[src/rtl/rnd_arbiter.sv]
// Round-robin arbiter sharing one free-running LFSR among NUM_REQ requesters.
// Each grant advances the LFSR SHIFTS steps, then reduces the draw into
// [0, range-1] by bounded rejection sampling, falling back to range-1.
// Optional: define RND_REJECT_CNT_EN to add a saturating 16-bit reject_cnt output.
module rnd_arbiter #(
   parameter int unsigned NUM_REQ   = 4,
   parameter int unsigned LFSR_W    = 13,
   parameter int unsigned OUT_W     = 4,
   parameter int unsigned SHIFTS    = 13,
   parameter int unsigned MAX_TRIES = 4
) (
   input  logic                     clock,
   input  logic                     reset,
   input  logic [NUM_REQ-1:0]       req,
   input  logic [NUM_REQ*OUT_W-1:0] req_range,
   input  logic [LFSR_W-1:0]        lfsr_val,
   output logic                     lfsr_step,
   output logic [NUM_REQ-1:0]       gnt,
   output logic [NUM_REQ-1:0]       ack,
   output logic [OUT_W-1:0]         rnd_out,
   output logic                     busy
`ifdef RND_REJECT_CNT_EN
   ,
   output logic [15:0]              reject_cnt
`endif
);

   localparam int unsigned PTR_W = (NUM_REQ > 1) ? $clog2(NUM_REQ) : 1;
   localparam int unsigned CNT_W = $clog2(SHIFTS + 1);
   localparam int unsigned TRY_W = $clog2(MAX_TRIES + 1);

   typedef enum logic [1:0] {StIdle, StShift, StCheck, StDone} state_e;

   state_e             state_q, state_d;
   logic [NUM_REQ-1:0] gnt_q, gnt_d;
   logic [PTR_W-1:0]   ptr_q, ptr_d;
   logic [CNT_W-1:0]   count_q, count_d;
   logic [TRY_W-1:0]   tries_q, tries_d;
   logic [OUT_W-1:0]   rnd_q, rnd_d;

   logic [NUM_REQ-1:0] pick_oh;
   logic [PTR_W-1:0]   pick_idx;
   logic [PTR_W-1:0]   scan_ptr;
   logic               found;
   logic [OUT_W-1:0]   ranges [NUM_REQ];
   logic [OUT_W-1:0]   cand;
   logic [OUT_W-1:0]   cur_range;
   logic               req_held;
   logic               reject;

   // Split the packed range bus into per-requester bounds.
   always_comb begin
      for (int i = 0; i < NUM_REQ; i++) begin
         ranges[i] = req_range[i*OUT_W +: OUT_W];
      end
   end

   assign cand      = lfsr_val[OUT_W-1:0];
   assign cur_range = ranges[ptr_q];
   assign req_held  = |(req & gnt_q);

   // Round-robin pick: first set request scanning upward from ptr_q+1, wrapping.
   always_comb begin
      pick_oh  = '0;
      pick_idx = ptr_q;
      scan_ptr = ptr_q;
      found    = 1'b0;
      for (int unsigned i = 1; i <= NUM_REQ; i++) begin
         scan_ptr = PTR_W'((int'(ptr_q) + i) % NUM_REQ);
         if (!found && req[scan_ptr]) begin
            found             = 1'b1;
            pick_idx          = scan_ptr;
            pick_oh[scan_ptr] = 1'b1;
         end
      end
   end

   // State and datapath registers.
   always_ff @(posedge clock) begin
      if (reset) begin
         state_q <= StIdle;
         gnt_q   <= '0;
         ptr_q   <= PTR_W'(NUM_REQ - 1);
         count_q <= '0;
         tries_q <= '0;
         rnd_q   <= '0;
      end else begin
         state_q <= state_d;
         gnt_q   <= gnt_d;
         ptr_q   <= ptr_d;
         count_q <= count_d;
         tries_q <= tries_d;
         rnd_q   <= rnd_d;
      end
   end

   // Next-state logic, LFSR stepping and rejection sampling.
   always_comb begin
      state_d   = state_q;
      gnt_d     = gnt_q;
      ptr_d     = ptr_q;
      count_d   = count_q;
      tries_d   = tries_q;
      rnd_d     = rnd_q;
      lfsr_step = 1'b0;
      reject    = 1'b0;
      unique case (state_q)
         StIdle: begin
            if (found) begin
               gnt_d   = pick_oh;
               ptr_d   = pick_idx;
               count_d = '0;
               tries_d = '0;
               state_d = StShift;
            end
         end
         StShift: begin
            lfsr_step = 1'b1;
            if (!req_held) begin
               gnt_d   = '0;
               state_d = StIdle;
            end else if (count_q == CNT_W'(SHIFTS - 1)) begin
               count_d = count_q + CNT_W'(1);
               state_d = StCheck;
            end else begin
               count_d = count_q + CNT_W'(1);
            end
         end
         StCheck: begin
            if (!req_held) begin
               gnt_d   = '0;
               state_d = StIdle;
            end else if (cur_range == '0) begin
               rnd_d   = '0;
               state_d = StDone;
            end else if (cand < cur_range) begin
               rnd_d   = cand;
               state_d = StDone;
            end else begin
               reject  = 1'b1;
               tries_d = tries_q + TRY_W'(1);
               if (tries_q == TRY_W'(MAX_TRIES - 1)) begin
                  // Out of retries: clamp to the top of the range.
                  rnd_d   = cur_range - OUT_W'(1);
                  state_d = StDone;
               end else begin
                  lfsr_step = 1'b1;
               end
            end
         end
         StDone: begin
            gnt_d   = '0;
            state_d = StIdle;
         end
         default: state_d = StIdle;
      endcase
   end

   // Registered outputs; ack mirrors the grant only while in DONE.
   always_comb begin
      gnt     = gnt_q;
      ack     = (state_q == StDone) ? gnt_q : '0;
      rnd_out = rnd_q;
      busy    = (state_q != StIdle);
   end

   logic unused_lfsr;
   assign unused_lfsr = ^lfsr_val;

`ifdef RND_REJECT_CNT_EN
   logic [15:0] rej_cnt_q;

   // Saturating count of CHECK rejections, fallback included.
   always_ff @(posedge clock) begin
      if (reset) begin
         rej_cnt_q <= '0;
      end else if (reject && (rej_cnt_q != 16'hFFFF)) begin
         rej_cnt_q <= rej_cnt_q + 16'd1;
      end
   end

   assign reject_cnt = rej_cnt_q;
`else
   logic unused_reject;
   assign unused_reject = reject;
`endif

endmodule

[config.mk]
export PLATFORM = sky130hd
export DESIGN_NAME = rnd_arbiter
export DESIGN_NICKNAME = d
export VERILOG_FILES = /design/src/rtl/rnd_arbiter.sv
export SDC_FILE = /design/constraint.sdc
export NUM_CORES = 1
export LEC_CHECK = 0
export ABC_AREA = 1
export BUFFER_PORTS_ARGS = -buffer_cell sky130_fd_sc_hd__buf_2
export CAP_MARGIN = 0
export CORE_MARGIN = 5
export CORE_UTILIZATION = 35
export DETAILED_ROUTE_END_ITERATION = 6
export PLACE_DENSITY_LB_ADDON = 0.1
export REMOVE_ABC_BUFFERS = 1
export SYNTH_ARGS = -nofsm -noshare
export SYNTH_HDL_FRONTEND = slang
export SYNTH_SLANG_ARGS = --single-unit
[constraint.sdc]
create_clock -name clock -period 3.9 [get_ports clock]
set_clock_uncertainty 0.15 [all_clocks]
set_input_delay 0.78 -clock clock [delete_from_list [all_inputs] [get_ports clock]]
set_output_delay 0.78 -clock clock [all_outputs]
set_load 0.05 [all_outputs]
# Word level (Yosys, flattened, before mapping)
# Index checks and enable logic that the tools add are counted.
dict set report word_totals {
  in_bits 35
  word_cells 125
  reg_bits 19
  out_inout_bits 14
}
dict set report op_classes {
  magnitude_cmp 10
  n_eq_ne 13
  reduce_logical 25
  bitwise_logic 5
  n_mux 59
  addsub 7
}
# cell n
set ops {}
lappend ops {{2-to-1 mux 4 bit} 14}
lappend ops {{2-to-1 mux 2 bit} 11}
lappend ops {{2-to-1 mux 1 bit} 16}
lappend ops {{less-than comparator 2 x 3 -> 1 bit, second input constant} 4}
lappend ops {{2-to-1 mux 3 bit} 4}
lappend ops {{inequality test 2 bit, second input constant} 6}
lappend ops {{bitwise OR 4 bit} 3}
lappend ops {{case mux 4 bit (3 select lines)} 1}
lappend ops {{AND reduction 3 bit} 4}
lappend ops {{binary-select mux 1 bit (select 2 bit)} 4}
lappend ops {{binary-select mux 4 bit (select 2 bit)} 1}
lappend ops {{demux 1 bit (select 2 bit)} 4}
lappend ops {{greater-or-equal comparator 2 x 1 -> 1 bit, second input constant} 4}
lappend ops {{case mux 2 bit (4 select lines)} 1}
lappend ops {{case mux 4 bit (2 select lines)} 1}
lappend ops {{logical AND 1 bit} 7}
lappend ops {{case mux 3 bit (2 select lines)} 1}
lappend ops {{nonzero test 2 bit} 3}
lappend ops {{inequality test 5 bit, second input constant} 1}
lappend ops {{AND reduction 5 bit} 1}
lappend ops {{adder 2 x 1 -> 2 bit, second input constant} 2}
lappend ops {{adder 2 bit, second input constant} 2}
lappend ops {{adder 4 x 1 -> 4 bit, second input constant} 1}
lappend ops {{AND 4 bit} 1}
lappend ops {{other kinds (19)} 22}

# Depth between registers and ports, before layout
# Gate-level depths: netlist of the first run.
dict set report depth {
  depth_word 15
  depth_mapped 15
}

# Least setup slack after synthesis of the first run
# No wires, ideal clock.
dict set report synth_path {
  path_kind {input -> output}
  startpoint {input port req_range[7]}
  endpoint {output port lfsr_step}
  path_slack_ns 0.169
  arrival_time_ns 2.801
  cell_stages 10
  t_required_ns 2.970
  path_cell_list {nand2_1 > nand3_1 > nand2_2 > ha_1 > nand2_1 > inv_1 > nand2_2 > nand2_2 > nand3_1 > a21boi_0}
}
dict set report synth_between {
  elab_chain_len 8
  elab_cells_between_ends 9
  classes_between {1 x order compare; 7 x mux; 1 x reduce/logical}
}
# element line_no
set synth_rtl {}
lappend synth_rtl {{from (decl)} 15} ;# input logic [NUM_REQ*OUT_W-1:0] req_range,
lappend synth_rtl {{binary-select mux 4 bit (select 2 bit) (*)} 59} ;# assign cur_range = ranges[ptr_q];
lappend synth_rtl {{2-to-1 mux 4 bit (not written as such) (*) (2 in series)} 59}
lappend synth_rtl {{less-than comparator 4 bit} 136} ;# end else if (cand < cur_range) begin
lappend synth_rtl {{2-to-1 mux 1 bit} 136}
lappend synth_rtl {{2-to-1 mux 1 bit (*)} 133} ;# end else if (cur_range == '0) begin
lappend synth_rtl {{2-to-1 mux 1 bit (*)} 130} ;# if (!req_held) begin
lappend synth_rtl {{case mux 1 bit (2 select lines) (*)} 107} ;# unique case (state_q)
lappend synth_rtl {{to (decl)} 17} ;# output logic lfsr_step,
# Mark *: on every way between the ends. The rest lies on a longest branch, timed or not. The select of a mux whose other input is x is not followed.

# Final worst setup path of the first run
dict set report layout_path {
  startpoint {register ptr_q[0]}
  endpoint {output port lfsr_step}
}
dict set report layout_between {
  elab_chain_len 9
  elab_cells_between_ends 10
  classes_between {1 x order compare; 7 x mux; 1 x bitwise; 1 x reduce/logical}
}
# element line_no
set layout_rtl {}
lappend layout_rtl {{from (decl)} 36} ;# logic [PTR_W-1:0] ptr_q, ptr_d;
lappend layout_rtl {{from (signal assigned)} 83} ;# ptr_q <= PTR_W'(NUM_REQ - 1);
lappend layout_rtl {{from (signal assigned)} 90} ;# ptr_q <= ptr_d;
lappend layout_rtl {{NOT 2 -> 3 bit (not written as such) (*)} 59}
lappend layout_rtl {{binary-select mux 4 bit (select 2 bit) (*)} 59}
lappend layout_rtl {{2-to-1 mux 4 bit (not written as such) (*) (2 in series)} 59}
lappend layout_rtl {{less-than comparator 4 bit} 136}
lappend layout_rtl {{2-to-1 mux 1 bit} 136}
lappend layout_rtl {{2-to-1 mux 1 bit (*)} 133}
lappend layout_rtl {{2-to-1 mux 1 bit (*)} 130}
lappend layout_rtl {{case mux 1 bit (2 select lines) (*)} 107}
# Marks and branches as above.

==> results of run 1 <==
## cell type report
type,count,area (um^2),area share [%]
clock buffers,3,41.29,1.788
flip-flops and latches,19,380.4,16.47
repair buffers,42,217.7,9.426
multi-input cells,237,1419,61.43
well taps,72,90.09,3.900
clock inverters,1,5.005,0.2167
inverters,39,156.4,6.771
## registers in the layout, indices dropped and copies added (netlist names)
| signal | flops |
|---|---|
| ptr_q | 2 |
| gnt | 4 |
| rnd_out | 4 |
| state_q | 2 |
| count_q | 4 |
| tries_q | 3 |
## worst min-delay path: cells and delay by family, from the launching register on
kind            cells  cell delay, ns
simple gates        1            0.08
flops               1            0.34
compound gates      1            0.04
## layer usage
layer,vias to the layer above,global-route usage (%)
li1,1034,-
met1,799,17.45
met2,29,22.53
met3,2,2.978
met4,0,1.151
met5,-,0
## synthesized netlist by cell type, drive strengths merged
master	n
a21boi	2
or2	2
nand3b	2
clkinv	1
inv	38
nor2	29
nand3	29
o21ai	13
xor2	2
buf	4
ha	22
a31oi	1
a21oi	18
mux2i	1
nand2	110
nand4	3
dfxtp	19
o211ai	2
xnor2	1
## where the power goes
group | total [uW] | internal [uW] | switching, uW
sequential | 303 | 246 | 56.6
clock | 140 | 71.1 | 68.8
combinational | 1300 | 435 | 864
## metrics by stage
step | power (uW) | instance area (um^2) | setup WS, ns | std cells
detailed placement | 1618 | 2263 | 0.5259 | 409
CTS | 1768 | 2310 | 0.3702 | 413
global route | 1943 | 2310 | 0.1250 | 413
global placement | 1613 | 2263 | 0.5376 | 409
finish | 1742 | 2310 | 0.4248 | 413
floorplan | 1342 | 1956 | 0.06659 | 295
## final timing paths
| check | startpoint | endpoint | slack (ns) | cells past startpoint |
|---|---|---|---|---|
| hold reg to reg | tries_q[1] | tries_q[1] | 0.34 | 2 |
| setup / recovery | ptr_q[0] | lfsr_step | 0.42 | 11 |
| setup reg to reg | ptr_q[0] | gnt[0] | 1.47 | 10 |
| hold / removal | tries_q[1] | tries_q[1] | 0.34 | 2 |
## kinds of logic after synthesis
| group | synth area share (%) |
|---|---|
| and+or+nand+nor | 41.98 |
| buffers and inverters | 9.899 |
| AOI/OAI and AO/OA | 12.84 |
| adders and majority gates | 13.78 |
| DFF | 19.05 |
| xor gates and xnor gates | 1.316 |
| muxes | 1.128 |
==> flow_summary.ini, run 1 <==
[finish]
insertedDiodeCount = 0
fill_cells = 603
final_cell_mix = nand2_1 (94), buf_2 (39), inv_1 (34)
fin_util_pct = 41.69
nets = 399
areaGrowthSynthToFinish_pct = 15.66
final_common_cell = nand2_1
drive_above_1_share_pct = 25.81

[floorplanning]
core_area_um2 = 5540
fp.dieW_um = 85.54
rows = 27
initial_core_util_pct = 36.04
die_height_um = 85.54
dieArea_um2 = 7316
num_io_pins = 49

[sta]
period_share_pct = 89.11
setup_violations = 0
slew_headroom_pct = 48.70
report.final.slew_viol_count = 0
tns_ns = 0
hold_slack_ns = 0.3449
rsz0062_at_grt = no
finalCriticalPeriod_ns = 3.475
hold_violations = 0
worstMarginPinSlew_ns = 0.7614
fmax_mhz = 287.8

[drt]
top_layer = met4
wl_met3_um = 192
via_per_inst = 4.513
ant_nets = 0
wl_per_cell_um = 11.02
dr_total_vias = 1864
drt-initial-drc-count = 50
routed_wl_mm = 4.550
route.met2.wl_mm = 2.009
dr.pass1.iters = 4
drc = 0
wl_met1_mm = 2.340

[worst_setup_path]
timing.critical_path.cells = nand2_1 -> nand3_1 -> nand2_1 -> ha_1 -> nand2_1 -> nand2_1 -> nand2_2 -> nand2_2 -> nand3_1 -> a21boi_0 -> buf_2
worst-path-buf-inv = 1
worstPathMaxFanout = 13
critPathRequiredTime_ns = 2.97
path_common_cell = nand2_1
cp_slowest_stage_delay_ns = 0.66
start_kind = flop
cp_slowest_cell = dfxtp_1
cp-end-kind = output pin
cp.arrival_ns = 2.55
critPathKind = reg2out
crit_family = simple AND/OR/NAND/NOR gates

[clock_tree]
htree_levels = 1
clk_latency_ns = 0.26
root_buffer = clkbuf_8
cts_tree = built
clk_pin_slew_ns = 0.08
cts_resized = 0
cts_buffers = 3
cts.sinks = 19
clockBufferDepth = 2
cts.repair_timing.setup_buffer_count = 0
holdBufCountCts = 0

[logic_synthesis]
syn_area_um2 = 1997
syn_avg_cell_area_um2 = 6.679
yosysTopAreaCell = dfxtp_1
ys_ff_latch = 19
synth.area.top_cells = dfxtp_1 (19%), nand2_1 (18%), ha_1 (14%)
synth_top_area_share_pct = 19.05
ys_seq_area_share_pct = 19.05
yosysUniqueCellTypes = 36
synth_cells = 299
yosys_warnings = 0

[power]
cellPowerDensity_nw_per_um2 = 754.2
ir_worst_vdd_mv = 0.3465
cellLeakagePower_uw = 0.001218

[global_route]
grt_pass1_wl_mm = 8.066
antenna_found_initial = 0
grt_overflow = 0
grt_usage_pct = 13.13
grt_pass1_vias = 1834
grt_max_degree = 14

[job]
maxCapViolations = 0

[place]
port_buffers = 39
dp_hpwl_mm = 3.659
gp_congestion = 0.8196

[min_path]
hp-class = reg2reg

[run_status]
status = complete, no violations
(Power assumes the default switching activity.)
==> inputs of run 2 (changes only) <==
==> constraint.sdc (replaced) <==
create_clock -name clock -period 4.05 [get_ports clock]
set_clock_uncertainty 0.15 [all_clocks]
set_input_delay 0.81 -clock clock [delete_from_list [all_inputs] [get_ports clock]]
set_output_delay 0.81 -clock clock [all_outputs]
set_load 0.05 [all_outputs]
==> run 2 against run 1 <==
Via count increased by 2.0%. Die area is the same. Sequential cell count stayed put. Wire length increased by 0.13%. Design area unchanged. Final cell count unchanged. Hold slack worse by 0.0046 ns. Largest cell class unchanged.
==> flow_summary.ini, run 2 (synthesis results as in run 1) <==
[run_status]
status = complete, no violations

[place]
dpl_cell_area_um2 = 2263
dp_hpwl_mm = 3.659
dp.cells = 409
port_buffers = 39
gp_congestion = 0.8152

[worst_setup_path]
r2r_end = gnt[0]
reg2reg_depth = 10
r2r_start = ptr_q[0]
cp-end-kind = output pin
r2r_slack_ns = 1.62
crit_cells = 11
cp.arrival_ns = 2.54
crit_end = lfsr_step
critPathKind = reg2out
cp_slowest_cell = dfxtp_1
worstPathMaxFanout = 13
worst-path-buf-inv = 1
crit_path_start = ptr_q[0]
crit_family = simple AND/OR/NAND/NOR gates
path_common_cell = nand2_1
timing.critical_path.cells = nand2_1 -> nand3_1 -> nand2_1 -> ha_1 -> nand2_1 -> nand2_1 -> nand2_2 -> nand2_2 -> nand3_1 -> a21boi_0 -> buf_2
critPathRequiredTime_ns = 3.09
start_kind = flop
cp_slowest_stage_delay_ns = 0.66

[sta]
finalCriticalPeriod_ns = 3.498
tns_ns = 0
setup_violations = 0
slew_headroom_pct = 49.11
rsz0062_at_grt = no
hold_violations = 0
report.final.slew_viol_count = 0
fmax_mhz = 285.8
period_share_pct = 86.38
worstMarginPinSlew_ns = 0.7554

[finish]
final_common_cell = nand2_1
insertedDiodeCount = 0
final_cell_mix = nand2_1 (94), buf_2 (39), inv_1 (34)
stdcell_count = 413
fill_cells = 630
fin_area_um2 = 2310
drive_above_1_share_pct = 25.81
areaGrowthSynthToFinish_pct = 15.66
nets = 399

[global_route]
grt_overflow = 0
antenna_found_initial = 0
grt_max_degree = 14
grt_usage_pct = 12.89
grt_pass1_wl_mm = 8.024
grt_pass1_vias = 1850

[drt]
drt-initial-drc-count = 54
via_per_inst = 4.603
dr.pass1.iters = 4
drc = 0
wl_per_cell_um = 11.03
routed_wl_mm = 4.556
dr_total_vias = 1901
ant_nets = 0

[power]
intPower_uw = 724.7
ir_worst_vdd_mv = 0.3519
switching_power_uw = 952.4
pwr-share-seq_pct = 17.4
pwr-share-comb_pct = 74.6
netSwitchingFraction_pct = 56.79
cellPowerDensity_nw_per_um2 = 726.1
clock_power_share_pct = 8.0
total_power_uw = 1677
cellLeakagePower_uw = 0.001218

[clock_tree]
cts_buffers = 3
root_buffer = clkbuf_8
htree_levels = 1
cts.repair_timing.setup_buffer_count = 0
cts_resized = 0
clk_latency_ns = 0.26
cts.sinks = 19
clk_pin_slew_ns = 0.08
cts_tree = built
holdBufCountCts = 0
clockBufferDepth = 2

[job]
maxCapViolations = 0

[floorplanning]
die_height_um = 85.54
dieArea_um2 = 7316
num_io_pins = 49
initial_core_util_pct = 36.04
fp.dieW_um = 85.54
core_area_um2 = 5540
rows = 27

[min_path]
hold_depth = 2
hp-class = reg2reg
## run 2: cell counts in the layout (fill, tap and decap cells not counted)
No cell type changed its count.
## run 2: power by group through the flow
stage                     clock, uW  sequential, uW  combinational (uW)
after floorplan                   0             363                 929
after global placement            0             295                1260
after detailed placement          0             295                1260
after CTS                       141             292                1270
after global routing            146             302                1420
final                           135             291                1250
## run 2: layer usage
metal	global-route usage, %	vias to the layer above	part of all wire [%]	wire, um
li1	-	1030	-	-
met1	17.04	837	49	2219
met2	22.60	32	47	2151
met3	2.594	2	3.9	177
met4	0.8633	0	0.18	8
met5	0	-	0	0
## run 2: how the worst min path moves through the flow
| stage | start | endpoint |
|---|---|---|
| after CTS | tries_q[1] | tries_q[1] |
| after detailed placement | tries_q[1] | tries_q[1] |
| after global placement | tries_q[2] | tries_q[2] |
| after global routing | tries_q[2] | tries_q[2] |
| after floorplan | tries_q[2] | tries_q[2] |
| final | tries_q[2] | tries_q[2] |
## run 2: worst register-to-register path, stage by stage (launching register included)
cell	delay [ns]
dfxtp_1	0.66
inv_6	0.13
ha_1	0.42
inv_1	0.16
nand2_2	0.08
nand2_4	0.10
nand3_4	0.16
o21ai_4	0.23
nor2_2	0.08
nand2_1	0.09
a21oi_1	0.06
## run 2: metrics by stage
| step | hold slack, ns | worst slack (ns) | utilization, % |
|---|---|---|---|
| 5_1_grt | 0.3604 | 0.2831 | 41.69 |
| 4_1_cts | 0.3485 | 0.5291 | 41.69 |
| 3_3_place_gp | 0.3227 | 0.6207 | 40.85 |
| 6_report | 0.3403 | 0.5516 | 41.69 |
| 3_5_place_dp | 0.3270 | 0.6427 | 40.85 |
| 2_1_floorplan | 0.3016 | 0.1866 | - |
## run 2: layout make-up
type	count	area (um^2)	share of cell area, %
multi-input combinational	237	1419	61.43
sequential	19	380.4	16.47
timing repair buffer	42	217.7	9.426
inverter	39	156.4	6.771
tap	72	90.09	3.900
clock buffer	3	41.29	1.788
clock inverter	1	5.005	0.2167
